`src/rtl/alu_pkg.sv`:
```
// Shared ALU definitions: select codes, default datapath width and the
// legality check used by both the result mux and the result stage.
package alu_pkg;

    // Default result datapath width
    localparam int ALU_DATA_W = 32;

    // Legal ALU select codes, named by operation
    localparam logic [3:0] ALU_SEL_ADD = 4'b0000;
    localparam logic [3:0] ALU_SEL_SUB = 4'b0001;
    localparam logic [3:0] ALU_SEL_AND = 4'b0010;
    localparam logic [3:0] ALU_SEL_OR  = 4'b0101;
    localparam logic [3:0] ALU_SEL_XOR = 4'b0110;
    localparam logic [3:0] ALU_SEL_SLL = 4'b0111;
    localparam logic [3:0] ALU_SEL_SRL = 4'b1000;
    localparam logic [3:0] ALU_SEL_SRA = 4'b1001;
    localparam logic [3:0] ALU_SEL_SLT = 4'b1011;

    // Status flags stored alongside every buffered result
    typedef struct packed {
        logic illegal;
        logic neg;
        logic zero;
    } alu_flags_t;

    // Returns 1 when sel is one of the nine codes the mux implements
    function automatic logic is_legal_select(input logic [3:0] sel);
        logic legal_s;
        case (sel)
            ALU_SEL_ADD, ALU_SEL_SUB, ALU_SEL_AND,
            ALU_SEL_OR,  ALU_SEL_XOR, ALU_SEL_SLL,
            ALU_SEL_SRL, ALU_SEL_SRA, ALU_SEL_SLT: legal_s = 1'b1;
            default:                                legal_s = 1'b0;
        endcase
        return legal_s;
    endfunction

endpackage

```
`src/rtl/alu_result_fifo.sv`:
```
// Two-entry circular FIFO with valid/ready handshake. All outputs are
// registered: in_ready and out_valid are derived from the next occupancy,
// and the head data is captured into its own register so it holds its
// last value once the buffer drains.
module alu_result_fifo
    import alu_pkg::*;
#(
    parameter int WIDTH = 39,
    parameter int DEPTH = 2   // pointers are 1 bit wide: only 2 is supported
) (
    input  logic             clk,
    input  logic             rst_n,
    input  logic             in_valid_i,
    output logic             in_ready_o,
    input  logic [WIDTH-1:0] in_data_i,
    output logic             out_valid_o,
    input  logic             out_ready_i,
    output logic [WIDTH-1:0] out_data_o
);

    localparam logic [1:0] DEPTH_C = 2'(DEPTH);

    logic [WIDTH-1:0] mem_q [2];
    logic [WIDTH-1:0] mem_d [2];
    logic             wr_ptr_q, wr_ptr_d;
    logic             rd_ptr_q, rd_ptr_d;
    logic [1:0]       count_q, count_d;
    logic [WIDTH-1:0] out_data_q, out_data_d;
    logic             out_valid_q, out_valid_d;
    logic             in_ready_q, in_ready_d;
    logic             push_s;
    logic             pop_s;

    // Next-state computation for storage, pointers, occupancy and outputs
    always_comb begin
        push_s   = in_valid_i && in_ready_q;
        pop_s    = out_valid_q && out_ready_i;
        mem_d    = mem_q;
        wr_ptr_d = wr_ptr_q;
        rd_ptr_d = rd_ptr_q;

        if (push_s) begin
            mem_d[wr_ptr_q] = in_data_i;
            wr_ptr_d        = ~wr_ptr_q;     // 1 -> 0 wrap
        end else begin
            wr_ptr_d = wr_ptr_q;
        end

        if (pop_s) begin
            rd_ptr_d = ~rd_ptr_q;
        end else begin
            rd_ptr_d = rd_ptr_q;
        end

        case ({push_s, pop_s})
            2'b10:   count_d = count_q + 2'd1;
            2'b01:   count_d = count_q - 2'd1;
            default: count_d = count_q;      // idle, or push+pop at occupancy 1
        endcase

        // Head follows the next read pointer; hold the last head when empty
        if (count_d != 2'd0) begin
            out_data_d = mem_d[rd_ptr_d];
        end else begin
            out_data_d = out_data_q;
        end

        out_valid_d = (count_d != 2'd0);
        in_ready_d  = (count_d < DEPTH_C);
    end

    // State registers; reset discards all entries asynchronously
    always_ff @(posedge clk or negedge rst_n) begin
        if (!rst_n) begin
            for (int i = 0; i < 2; i++) begin
                mem_q[i] <= '0;
            end
            wr_ptr_q    <= 1'b0;
            rd_ptr_q    <= 1'b0;
            count_q     <= 2'd0;
            out_data_q  <= '0;
            out_valid_q <= 1'b0;
            in_ready_q  <= 1'b1;
        end else begin
            mem_q       <= mem_d;
            wr_ptr_q    <= wr_ptr_d;
            rd_ptr_q    <= rd_ptr_d;
            count_q     <= count_d;
            out_data_q  <= out_data_d;
            out_valid_q <= out_valid_d;
            in_ready_q  <= in_ready_d;
        end
    end

    assign in_ready_o  = in_ready_q;
    assign out_valid_o = out_valid_q;
    assign out_data_o  = out_data_q;

endmodule

```
`src/rtl/alu_result_stage.sv`:
```
// Registered output stage behind the ALU result mux. Classifies each
// incoming select code, computes zero/negative flags at push time,
// sanitises illegal results to zero, counts illegal pushes and buffers
// entries in a two-entry FIFO so a stalled consumer loses nothing.
module alu_result_stage
    import alu_pkg::*;
#(
    parameter int DATA_W = ALU_DATA_W,
    parameter int DEPTH  = 2,
    parameter int ERR_W  = 8
) (
    input  logic              clk,
    input  logic              rst_n,
    input  logic              in_valid,
    output logic              in_ready,
    input  logic [3:0]        in_select,
    input  logic [DATA_W-1:0] in_result,
    output logic              out_valid,
    input  logic              out_ready,
    output logic [DATA_W-1:0] out_result,
    output logic [3:0]        out_select,
    output logic              out_zero,
    output logic              out_neg,
    output logic              out_illegal,
    output logic [ERR_W-1:0]  err_count
);

    localparam int         ENTRY_W = DATA_W + 4 + 3;
    localparam logic [ERR_W-1:0] ERR_MAX = {ERR_W{1'b1}};
    localparam logic [ERR_W-1:0] ERR_ONE = {{(ERR_W-1){1'b0}}, 1'b1};

    logic               legal_s;
    logic [DATA_W-1:0]  store_result_s;
    alu_flags_t         in_flags_s;
    logic [ENTRY_W-1:0] in_entry_s;
    logic [ENTRY_W-1:0] out_entry_s;
    alu_flags_t         out_flags_s;
    logic               fifo_ready_s;
    logic               fifo_valid_s;
    logic               push_s;
    logic [ERR_W-1:0]   err_count_q, err_count_d;

    // Classify the incoming entry; illegal results never carry mux data
    always_comb begin
        legal_s = is_legal_select(in_select);
        if (legal_s) begin
            store_result_s     = in_result;
            in_flags_s.zero    = (in_result == {DATA_W{1'b0}});
            in_flags_s.neg     = in_result[DATA_W-1];
            in_flags_s.illegal = 1'b0;
        end else begin
            store_result_s     = {DATA_W{1'b0}};
            in_flags_s.zero    = 1'b0;
            in_flags_s.neg     = 1'b0;
            in_flags_s.illegal = 1'b1;
        end
        in_entry_s = {in_flags_s, in_select, store_result_s};
    end

    alu_result_fifo #(
        .WIDTH (ENTRY_W),
        .DEPTH (DEPTH)
    ) u_fifo (
        .clk         (clk),
        .rst_n       (rst_n),
        .in_valid_i  (in_valid),
        .in_ready_o  (fifo_ready_s),
        .in_data_i   (in_entry_s),
        .out_valid_o (fifo_valid_s),
        .out_ready_i (out_ready),
        .out_data_o  (out_entry_s)
    );

    // Saturating count of illegal entries actually accepted
    always_comb begin
        push_s = in_valid && fifo_ready_s;
        if (push_s && !legal_s && (err_count_q != ERR_MAX)) begin
            err_count_d = err_count_q + ERR_ONE;
        end else begin
            err_count_d = err_count_q;
        end
    end

    // Illegal-entry counter register
    always_ff @(posedge clk or negedge rst_n) begin
        if (!rst_n) begin
            err_count_q <= {ERR_W{1'b0}};
        end else begin
            err_count_q <= err_count_d;
        end
    end

    assign out_flags_s = out_entry_s[ENTRY_W-1 -: 3];
    assign out_select  = out_entry_s[DATA_W +: 4];
    assign out_result  = out_entry_s[DATA_W-1:0];
    assign out_zero    = out_flags_s.zero;
    assign out_neg     = out_flags_s.neg;
    assign out_illegal = out_flags_s.illegal;
    assign out_valid   = fifo_valid_s;
    assign in_ready    = fifo_ready_s;
    assign err_count   = err_count_q;

endmodule

```
`config.mk`:
```
export PLATFORM = sky130hd
export DESIGN_NAME = alu_result_stage
export DESIGN_NICKNAME = d
export VERILOG_FILES = /design/src/rtl/alu_pkg.sv /design/src/rtl/alu_result_fifo.sv /design/src/rtl/alu_result_stage.sv
export SDC_FILE = /design/constraint.sdc
export NUM_CORES = 1
export LEC_CHECK = 0
export ABC_AREA = 1
export CORE_MARGIN = 2
export CORE_UTILIZATION = 50
export CTS_CLUSTER_DIAMETER = 60
export DETAILED_ROUTE_END_ITERATION = 12
export PLACE_DENSITY = 0.86
export SLEW_MARGIN = 20
export SYNTH_ARGS = -nofsm -noshare
export SYNTH_HDL_FRONTEND = slang
export SYNTH_SLANG_ARGS = --single-unit
```
`constraint.sdc`:
```
create_clock -name clk -period 5.5 [get_ports clk]
set_input_delay 0.55 -clock clk [delete_from_list [all_inputs] [get_ports clk]]
set_output_delay 0.55 -clock clk [all_outputs]
set_load 0.02 [all_outputs]
```
==> impl_metrics.json, run 1 <==
{
  "status": "finished, final reports clean",
  "cts.sinks": 131,
  "cts_hold_buf": 0,
  "grt_pass1_vias": 5265,
  "n_fill_cell": 924,
  "ff_latch_area_um2": 3280,
  "fin_skew_ns": 0.00992,
  "area_growth_pct": 25.2,
  "synth_nets": 829,
  "h-tree-depth": 4,
  "die-area_um2": 13300,
  "die_width_um": 115,
  "multi_input_area_um2": 2160,
  "yosys.area.top_type": "dfrtp_1",
  "layout_common_cells": "nand2_1 (225), inv_1 (148), dfrtp_1 (130)",
  "fin_area_um2": 7770,
  "rsz0062_at_grt": "false",
  "worstMarginPinSlew_ns": 0.864,
  "synth_ff_type": "dfrtp_1",
  "dp_hpwl_mm": 8.71,
  "track_usage": 0.232,
  "reg2reg_depth": 8,
  "reg2reg_from": "u_fifo.in_ready_o",
  "power_density_nw_per_um2": 651,
  "critPathKind": "primary input to register",
  "r2r_slack_ns": 2.76,
  "cts_tree": "done",
  "min_path_type": "primary input to asynchronous set/reset pin",
  "met3_usage": 0.0538,
  "vias": 5265,
  "power.leakage_nw": 4.15,
  "cts-resized-gates": 0,
  "numCtsBuffers": 17,
  "setup_viol_count_final": 0,
  "clock.fmax_mhz": 352,
  "via_per_inst": 5.04,
  "ys_top_cells_by_area": "dfrtp_1 (52%), nand2_1 (14%), inv_1 (9.0%)",
  "grt_busiest_layer": "met2",
  "drv_cap": 0,
  "antenna_cells": 0,
  "rows": 40,
  "cts_buffer_depth": 2,
  "synth_cells": 787,
  "avgRoutedWirePerCell_um": 13.9,
  "place_congestion": 0.784,
  "synthesis.area_um2": 6200,
  "synth_edf_count": 0,
  "wl_mm": 14.5,
  "final_common_cell": "nand2_1",
  "port_buffers": 88,
  "synth_top_area_share": 0.525,
  "period_needed_ns": 2.84,
  "grt_pass1_wl_mm": 24.1,
  "async_reset_ff_frac": 1.00,
  "timing.final.ws_setup_ns": 2.66,
  "slew_violations": 0,
  "drtIter0Drc": 506,
  "cp-start-kind": "primary input",
  "ys_seq_elements": 131,
  "clk_latency_ns": 0.42,
  "fin_hold_ws_ns": 0.198,
  "die_h_um": 115,
  "grt_util_met2": 0.387,
  "rr_endpoint": "u_fifo.out_data_o[31]",
  "finalCritPeriodShare": 0.517,
  "core-area_um2": 12100,
  "cp_max_fo": 41,
  "synth_cell_types": 26,
  "required_ns": 5.86,
  "vdd_drop_max_v": 0.000271,
  "post_cts_buffers": 0,
  "start_util": 0.514,
  "drc": 0,
  "postRouteAntennaNets": 0,
  "cts-root-buf": "clkbuf_16",
  "seq_area_frac_synth": 0.529,
  "avgSynthCellArea_um2": 7.88,
  "antenna_found_initial": 0,
  "met1_usage": 0.295,
  "io_pins": 89,
  "clk_pin_slew_ns": 0.06,
  "hold_violations": 0,
  "grt_overflow": 0,
  "layout.nets": 905,
  "drive_gt1_frac": 0.0594,
  "yosysWarnings": 0,
  "grt_max_degree": 85,
  "slew-limit-headroom": 0.422,
  "endpoint_kind": "register",
  "fin_tns_setup_ns": 0,
  "post-place-ws_ns": 2.22,
  "place_area_um2": 7150,
  "crit_arrival_ns": 3.20,
  "dr.pass1.iters": 7
}
[worst max-delay path by stage]
| stage | to | start | slack, ns |
|---|---|---|---|
| after floorplan | u_fifo.out_data_o[32] | u_fifo.in_ready_o | 3.43 |
| final | u_fifo.out_data_o[31] | in_valid | 2.66 |
| after global routing | u_fifo.out_data_o[31] | in_valid | 2.40 |
| after detailed placement | u_fifo.out_data_o[37] | in_valid | 2.22 |
| after global placement | u_fifo.out_data_o[31] | in_valid | 2.33 |
| after CTS | u_fifo.out_data_o[31] | in_valid | 2.65 |
[per-stage QoR]
| stage | total power [mW] | utilization | cells |
|---|---|---|---|
| 5_1_grt | 5.44 | 0.644 | 1044 |
| 2_1_floorplan | 3.19 | - | 787 |
| 4_1_cts | 5.07 | 0.644 | 1044 |
| 6_report | 5.06 | 0.644 | 1044 |
| 3_3_place_gp | 3.79 | 0.593 | 1012 |
| 3_5_place_dp | 3.87 | 0.593 | 1012 |
[cell type report]
type	count	share of cell area
clock buffer	23	0.0628
clock inverter	9	0.0163
inverter	153	0.0741
multi-input combinational	466	0.278
sequential	131	0.422
tap	168	0.0271
timing repair buffer	94	0.119
[cell families (layout without fill, tap and decap cells)]
group	after synthesis	in the layout	synth area share
xor gates and xnor gates	6	6	0.00847
and+or+nand+nor	339	339	0.221
buffers and inverters	190	279	0.127
DFF	131	131	0.529
AOI/OAI and AO/OA	119	119	0.111
adders and majority gates	2	2	0.00403
[per-layer routing]
| metal | routed length (um) | vias to the layer above |
|---|---|---|
| li1 | - | 2565 |
| met1 | 6150 | 2484 |
| met2 | 7030 | 184 |
| met3 | 974 | 32 |
| met4 | 336 | 0 |
| met5 | 0 | - |
[flip-flops by register name (all words and copies together), names as in the netlist]
register            flops
u_fifo.count_q          2
u_fifo.wr_ptr_q         1
u_fifo.out_data_o      39
u_fifo.mem_q           78
err_count               8
u_fifo.out_valid_o      1
u_fifo.rd_ptr_q         1
u_fifo.in_ready_o       1
[power by group]
| group | internal, mW | switching, mW |
|---|---|---|
| clock network | 0.758 | 0.409 |
| registers | 1.41 | 0.188 |
| logic | 0.837 | 1.46 |
| total | 3.00 | 2.05 |
[worst max-delay path: stages]
cell and delay [ns]:
clkdlybuf4s50_1 0.51, nand3_2 0.67, inv_2 0.85, nand3_1 0.18, o21ai_0 0.14, nand2_1 0.07, o21ai_0 0.08, nand2_1 0.07
nand2_1 0.07
[cells in the mapped netlist, types with 4 or more instances]
| cell type | number |
|---|---|
| nor2_1 | 58 |
| inv_1 | 148 |
| nand2_2 | 4 |
| a21oi_1 | 31 |
| nor3_1 | 4 |
| buf_2 | 9 |
| nand2_1 | 225 |
| buf_6 | 7 |
| inv_2 | 4 |
| o211ai_1 | 36 |
| nand3_1 | 40 |
| o21ai_0 | 52 |
| dfrtp_1 | 130 |
| xor2_1 | 4 |
| clkbuf_1 | 16 |
No activity file was read; power rests on OpenSTA's default activity.
==> inputs of run 2 (changes only) <==
- clock period: 5.5 -> 2.7 ns (I/O delays scaled with it)
==> run 2 against run 1 <==
  * Clock-buffer cell count fell by 4
  * Worst setup slack worse by 2.3 ns
  * Combinational power is 120% higher
  * Clock skew shrank 0.0024 ns
  * Largest cell class unchanged
  * Cell area is 1.7% higher
  * Critical path depth is 1 higher
==> impl_metrics.json, run 2 (synthesis gave the netlist of run 1 again) <==
{
  "status": "finished, final reports clean",
  "r2r_slack_ns": 0.36,
  "port_buffers": 88,
  "rsz0062_at_grt": "false",
  "cp_max_fo": 30,
  "worstMarginPinSlew_ns": 0.584,
  "vdd_drop_max_v": 0.000752,
  "start_util": 0.514,
  "numCtsBuffers": 17,
  "clk_latency_ns": 0.42,
  "drc": 0,
  "cp_top_family": "simple AND/OR/NAND/NOR gates",
  "reg2reg_depth": 10,
  "die_width_um": 115,
  "final_common_cell": "nand2_1",
  "clk_pin_slew_ns": 0.06,
  "crit_buf_inv": 2,
  "crit_start": "u_fifo.in_ready_o",
  "required_ns": 3.06,
  "core-area_um2": 12100,
  "rows": 40,
  "grt_overflow": 0,
  "reg2reg_from": "u_fifo.in_ready_o",
  "wl_mm": 15.6,
  "area_growth_pct": 27.3,
  "drtIter0Drc": 484,
  "vias": 5388,
  "grt_pass1_vias": 5296,
  "cts_buffer_depth": 2,
  "timing.final.ws_setup_ns": 0.356,
  "antenna_cells": 0,
  "period_needed_ns": 2.34,
  "drive_gt1_frac": 0.0722,
  "place_inst": 1022,
  "post-place-ws_ns": 0.193,
  "crit_top_cell": "nand2_1",
  "largest_reg_flops": 78,
  "place_congestion": 0.772,
  "dr.pass1.iters": 8,
  "fin_hold_ws_ns": 0.399,
  "drv_cap": 0,
  "min_path_type": "primary input to asynchronous set/reset pin",
  "cts.sinks": 131,
  "antenna_found_initial": 0,
  "layout.nets": 916,
  "slew_violations": 0,
  "fin_area_um2": 7900,
  "cp-start-kind": "register",
  "postRouteAntennaNets": 0,
  "worstSetupPathDepth": 10,
  "layout.cells.non_filler": 1055,
  "io_pins": 89,
  "cts-root-buf": "clkbuf_16",
  "track_usage": 0.248,
  "slew-limit-headroom": 0.611,
  "power.leakage_nw": 4.20,
  "setup_viol_count_final": 0,
  "hold_violations": 0,
  "crit_chain": "nand2_2 > ha_1 > inv_1 > nand2_1 > o21ai_0 > nand2_2 > nor2_4 > buf_4 > nand2_1 > nand2_1",
  "avgRoutedWirePerCell_um": 14.8,
  "fin_tns_setup_ns": 0,
  "die-area_um2": 13300,
  "via_per_inst": 5.11,
  "endpoint_kind": "register",
  "place_area_um2": 7300,
  "finalCritPeriodShare": 0.868,
  "clock.fmax_mhz": 427,
  "grt_pass1_wl_mm": 25.6,
  "dp_hpwl_mm": 9.40,
  "cp_slowest_cell": "dfstp_2",
  "layout_common_cells": "nand2_1 (225), inv_1 (148), dfrtp_1 (130)",
  "h-tree-depth": 4,
  "fin_skew_ns": 0.00748,
  "p_total_mw": 10.5,
  "slowest_delay_ns": 0.57,
  "largest-register": "u_fifo.mem_q",
  "die_h_um": 115,
  "grt_max_degree": 57,
  "crit_arrival_ns": 2.71,
  "power_density_nw_per_um2": 1330,
  "critPathKind": "register to register",
  "cts_tree": "done",
  "utilization": 0.655
}
## run 2: cell types whose count changed in the layout (fill, tap and decap cells not counted), sizes merged
cell / change
dlygate4sd3: +1
buf: +10
clkinv: +1
clkbuf: -4
clkinvlp: +4
bufinv: -1
## run 2: path summary, 6_finish.rpt
kind                                              end
worst max-delay path            u_fifo.out_data_o[18]
worst min-delay path                 u_fifo.mem_q[32]
worst max register to register  u_fifo.out_data_o[18]
worst min register to register  u_fifo.out_data_o[29]
max in group asynchronous        u_fifo.out_data_o[8]
min in group clk                u_fifo.out_data_o[29]
## run 2: timing repair
action,CTS,global route
setup buffers,0,0
gates resized for setup,0,0
endpoints found under the hold margin,42,0
hold buffers,1,0
setup endpoints to repair,0,0
## run 2: metal layers
| metal | vias to the layer above | track usage | part of all wire |
|---|---|---|---|
| met5 | - | 0 | 0 |
| met3 | 36 | 0.0564 | 0.060 |
| met1 | 2553 | 0.326 | 0.43 |
| li1 | 2595 | - | - |
| met4 | 0 | 0.0956 | 0.023 |
| met2 | 204 | 0.404 | 0.49 |
## run 2: layout make-up
cell class	instances	area, um2
clock buffer	19	453
clock inverter	13	135
fill	927	4170
inverter	153	576
multi-input combinational	466	2160
sequential	131	3280
tap	168	210
timing repair buffer	105	1080
## run 2: power breakdown
part / internal [mW] / total, mW / switching, mW / leakage (nW)
registers: 2.87 / 3.28 / 0.407 / 1.67
clock network: 1.40 / 2.28 / 0.875 / 0.277
logic: 1.88 / 4.97 / 3.09 / 2.25
total: 6.15 / 10.5 / 4.37 / 4.20
==> RTL edit 1 (flow settings as in run 2) <==
The parameter `ERR_W` goes from 8 to 6.
--- a/src/rtl/alu_result_stage.sv
+++ b/src/rtl/alu_result_stage.sv
@@ -8,5 +8,5 @@
     parameter int DATA_W = ALU_DATA_W,
     parameter int DEPTH  = 2,
-    parameter int ERR_W  = 8
+    parameter int ERR_W  = 6
 ) (
     input  logic              clk,
Interface: changed (resized err_count); port bits go from 89 to 87. The function was not compared with the original's and may differ.
==> RTL edit 1 against run 2 <==
- sequential cell count decreased by 2
- sequential share of layout area increased by 0.43 points
- routed wire length decreased by 7.3%
- count of clock-buffer cells in the layout increased by 7
- power decreased by 1.1%
- design area decreased by 2.5%
- first-iteration DRC count decreased by 38%
- worst setup slack improved by 0.13 ns
- global-route usage decreased by 0.84 points
- fmax increased by 5.6%
- synthesized area decreased by 2.2%
- cell count decreased by 4.7%
- largest cell class unchanged
- highest routed layer unchanged
==> RTL edit 1: results <==
{
  "status": "complete, no violations",
  "skew_ns": 0.00653,
  "postCtsSetupBuffers": 0,
  "synth-edff-count": 0,
  "cp-endpoint": "u_fifo.out_data_o[32]",
  "synth.top_cells.by_count": "nand2_1, inv_1, dfrtp_1",
  "drt_iter0_drc": 299,
  "drive_gt1_share_pct": 6.64,
  "slowest_stage": "dfstp_2",
  "r2r_slack_ns": 0.48,
  "ys_seq_area_share_pct": 53.2,
  "synthCells": 762,
  "synth_area_leaders": "dfrtp_1, nand2_1, inv_1, o211ai_1, o21ai_0",
  "htreeDepth": 4,
  "reg2regPathDepth": 11,
  "grt_pass1_wl_um": 24400,
  "r2r_start": "u_fifo.in_ready_o",
  "yosysWarningCount": 0,
  "layout.nets": 888,
  "grt_usage_pct": 24.0,
  "place.port_buffers": 86,
  "slowest_delay_ns": 0.53,
  "startpoint_type": "register",
  "power.leakage_nw": 4.13,
  "post_drt_wl_per_cell_um": 14.4,
  "cts_made_buffers": 17,
  "cts_buffer_depth": 2,
  "syn_nets": 804,
  "critPathTopFamily": "simple AND/OR/NAND/NOR gates",
  "drt-vias-per-instance": 5.14,
  "cp_max_fo": 24,
  "dpl_cell_area_um2": 7070,
  "dp_hpwl_um": 9010,
  "arrival_ns": 2.57,
  "grt_max_degree": 47,
  "dp.cells": 973,
  "worstMarginPinSlew_ns": 0.752,
  "dr.pass1.iters": 5,
  "grt_pass1_vias": 5145,
  "drt_wl_total_um": 14500,
  "ir_drop_mv": 0.824,
  "cts-root-buf": "clkbuf_16",
  "gp_congestion": 0.791,
  "cts_resized": 0
}
## RTL edit 1: changes by cell type after synthesis, sizes merged
cell,delta
xnor2,+2
nor3,-4
inv,-3
clkbuf,-6
nand3b,-1
o21ai,-3
nand4,+1
nand3,-1
nor2,-3
mux2,+1
nand2,-11
dfrtp,-2
buf,+7
xor2,-2
## RTL edit 1: power by group
group          internal [W]  switching (W)
Combinational       0.00181        0.00297
Sequential          0.00284       0.000396
Clock               0.00161       0.000790
## RTL edit 1: through the flow
| step | setup slack [ns] | hold WS [ns] | utilization, % |
|---|---|---|---|
| after floorplan | 0.626 | -0.0256 | - |
| after global placement | 0.292 | 0.287 | 59.4 |
| after detailed placement | 0.261 | 0.295 | 59.4 |
| after CTS | 0.463 | 0.405 | 64.6 |
| after global routing | 0.334 | 0.449 | 64.6 |
| final | 0.481 | 0.393 | 64.6 |
## RTL edit 1: cell type report
class | instances | area (µm²)
flip-flops and latches | 129 | 3230
repair buffers | 103 | 1030
well taps | 147 | 184
clock inverters | 5 | 125
inverters | 150 | 564
clock buffers | 26 | 489
multi-input cells | 445 | 2080
fillers | 956 | 4220
## RTL edit 1: kinds of logic (layout without fill, tap and decap cells)
| logic type | count (synthesis) | after routing | synth area share [%] |
|---|---|---|---|
| buffers and inverters | 188 | 284 | 12.9 |
| DFF | 129 | 129 | 53.2 |
| muxes | 1 | 1 | 0.186 |
| adders and majority gates | 2 | 2 | 0.412 |
| and+or+nand+nor | 320 | 320 | 21.4 |
| xor gates and xnor gates | 6 | 6 | 0.866 |
| AOI/OAI and AO/OA | 116 | 116 | 11.1 |
## RTL edit 1: metal layers
metal	GRT usage, %	routed length, µm	up-vias
li1	-	-	2499
met1	30.9	6150	2448
met2	38.7	7050	194
met3	5.35	993	25
met4	11.4	307	0
met5	0	0	-
==> RTL edit 2 (settings of run 2) <==
Made on the original files. Put one more register stage on the output `err_count`, with the module's reset. The value now appears one clock later. The other outputs are not delayed to match.
--- a/src/rtl/alu_result_stage.sv
+++ b/src/rtl/alu_result_stage.sv
@@ -99,5 +99,11 @@
     assign out_valid   = fifo_valid_s;
     assign in_ready    = fifo_ready_s;
-    assign err_count   = err_count_q;
+    always_ff @(posedge clk or negedge rst_n) begin
+        if (!rst_n) begin
+            err_count <= '0;
+        end else begin
+            err_count <= err_count_q;
+        end
+    end
 
 endmodule
Formal check against the unedited RTL: not equivalent (Yosys sat finds a counterexample within 4 cycles, from zero or initial values and one cycle with rst_n low).
==> RTL edit 2 against run 2 <==
- worst hold slack worse by 0.030 ns
- largest cell class unchanged
- critical endpoint is now u_fifo.out_data_o[32]
- synthesized area rose by 3.2%
- sequential cell count up 8
- power up 2.6%
- design area rose by 2.7%
- cell count grew 1.0%
- routed wire length fell by 4.3%
- clock power is 8% higher
- worst setup slack gained 0.076 ns
- critical path depth up 1
==> RTL edit 2: results <==
{
  "status": "complete, no violations",
  "cts_buffer_depth": 2,
  "slowest_delay_ns": 0.59,
  "r2r_slack_ns": 0.43,
  "yosysWarningCount": 0,
  "p_comb_share_pct": 45.4,
  "grt_util_met3_pct": 5.05,
  "cts-root-buf": "clkbuf_16",
  "clock_power_w": 0.00246,
  "power.leakage_nw": 4.31,
  "ir_drop_mv": 0.626,
  "clk_pin_slew_worst_paths_ns": 0.06,
  "post_drt_wl_per_cell_um": 14.1,
  "layout.nets": 923,
  "dp_hpwl_um": 9310,
  "synth_area_leaders": "dfrtp_1, nand2_1, inv_1, o211ai_1, o21ai_0",
  "slowest_stage": "dfstp_2",
  "fillCellCount": 1013,
  "skew_ns": 0.00572,
  "drive_gt1_share_pct": 6.94,
  "grt_max_degree": 87,
  "critPathTopFamily": "flip-flops",
  "arrival_ns": 2.58,
  "p_int_w": 0.00644,
  "cts_made_buffers": 17,
  "gp_congestion": 0.816,
  "cts_resized": 0,
  "grt_usage_pct": 23.7,
  "cp-endpoint": "u_fifo.out_data_o[32]",
  "met2_usage_pct": 38.9,
  "drt_iter0_drc": 488,
  "place.port_buffers": 88,
  "async_flop_share_pct": 100,
  "num_antenna_cells": 0,
  "synth.distinct_cells": 26,
  "cp_max_fo": 14,
  "grt_pass1_vias": 5376,
  "startpoint": "u_fifo.in_ready_o",
  "largest_register_ffs": 78,
  "total_power_w": 0.0108,
  "dr.pass1.iters": 5,
  "reg2regPathDepth": 11,
  "use_met1_pct": 30.3,
  "vias": 5379,
  "synth.top_cells.by_count": "nand2_1, inv_1, dfrtp_1",
  "ys_seq_area_share_pct": 54.4,
  "syn_nets": 837,
  "worstMarginPinSlew_ns": 0.537,
  "grt_pass1_wl_um": 25000
}
-- RTL edit 2: metal layers --
metal	vias to the layer above	routed length (µm)
met1	2558	6380
met4	0	338
met5	-	0
li1	2615	-
met3	34	889
met2	172	7380
-- RTL edit 2: stage by stage --
step / hold WS [ns] / setup WS, ns / std cells / area, µm²
detailed placement: 0.258 / 0.190 / 1033 / 7470
floorplan: -0.0256 / 0.631 / 795 / 6400
finish: 0.369 / 0.431 / 1066 / 8110
global placement: 0.254 / 0.253 / 1033 / 7470
CTS: 0.375 / 0.418 / 1066 / 8110
global route: 0.387 / 0.291 / 1066 / 8110
-- RTL edit 2: final cells by class --
type,instances,share of cell area [%]
timing repair buffer,104,13.0
tap,172,2.65
multi-input combinational,466,26.6
clock buffer,18,5.29
sequential,139,42.9
inverter,153,7.10
clock inverter,14,2.42
-- RTL edit 2: cell families (layout without fill, tap and decap cells) --
logic type | Yosys count | count (layout) | share of synthesized area [%]
and+or+nand+nor | 339 | 339 | 21.4
buffers and inverters | 190 | 289 | 12.3
DFF | 139 | 139 | 54.4
AOI/OAI and AO/OA | 119 | 119 | 10.7
xor gates and xnor gates | 6 | 6 | 0.821
adders and majority gates | 2 | 2 | 0.391
-- RTL edit 2: worst reg2reg max path: stages (launching register included) --
cell and delay (ns):
dfstp_2 0.59, nand2_2 0.07, ha_1 0.32, inv_1 0.06
nand2_1 0.05, o21ai_0 0.18, nand2_2 0.12, nor2_4 0.11
clkinv_2 0.23, buf_4 0.27, o211ai_1 0.08, nand2_1 0.07
-- RTL edit 2: what timing repair did --
item / 4_1_cts / 5_1_grt
hold endpoints to repair: 53 / 0
buffers inserted: 0 / 0
hold buffers: 1 / 0
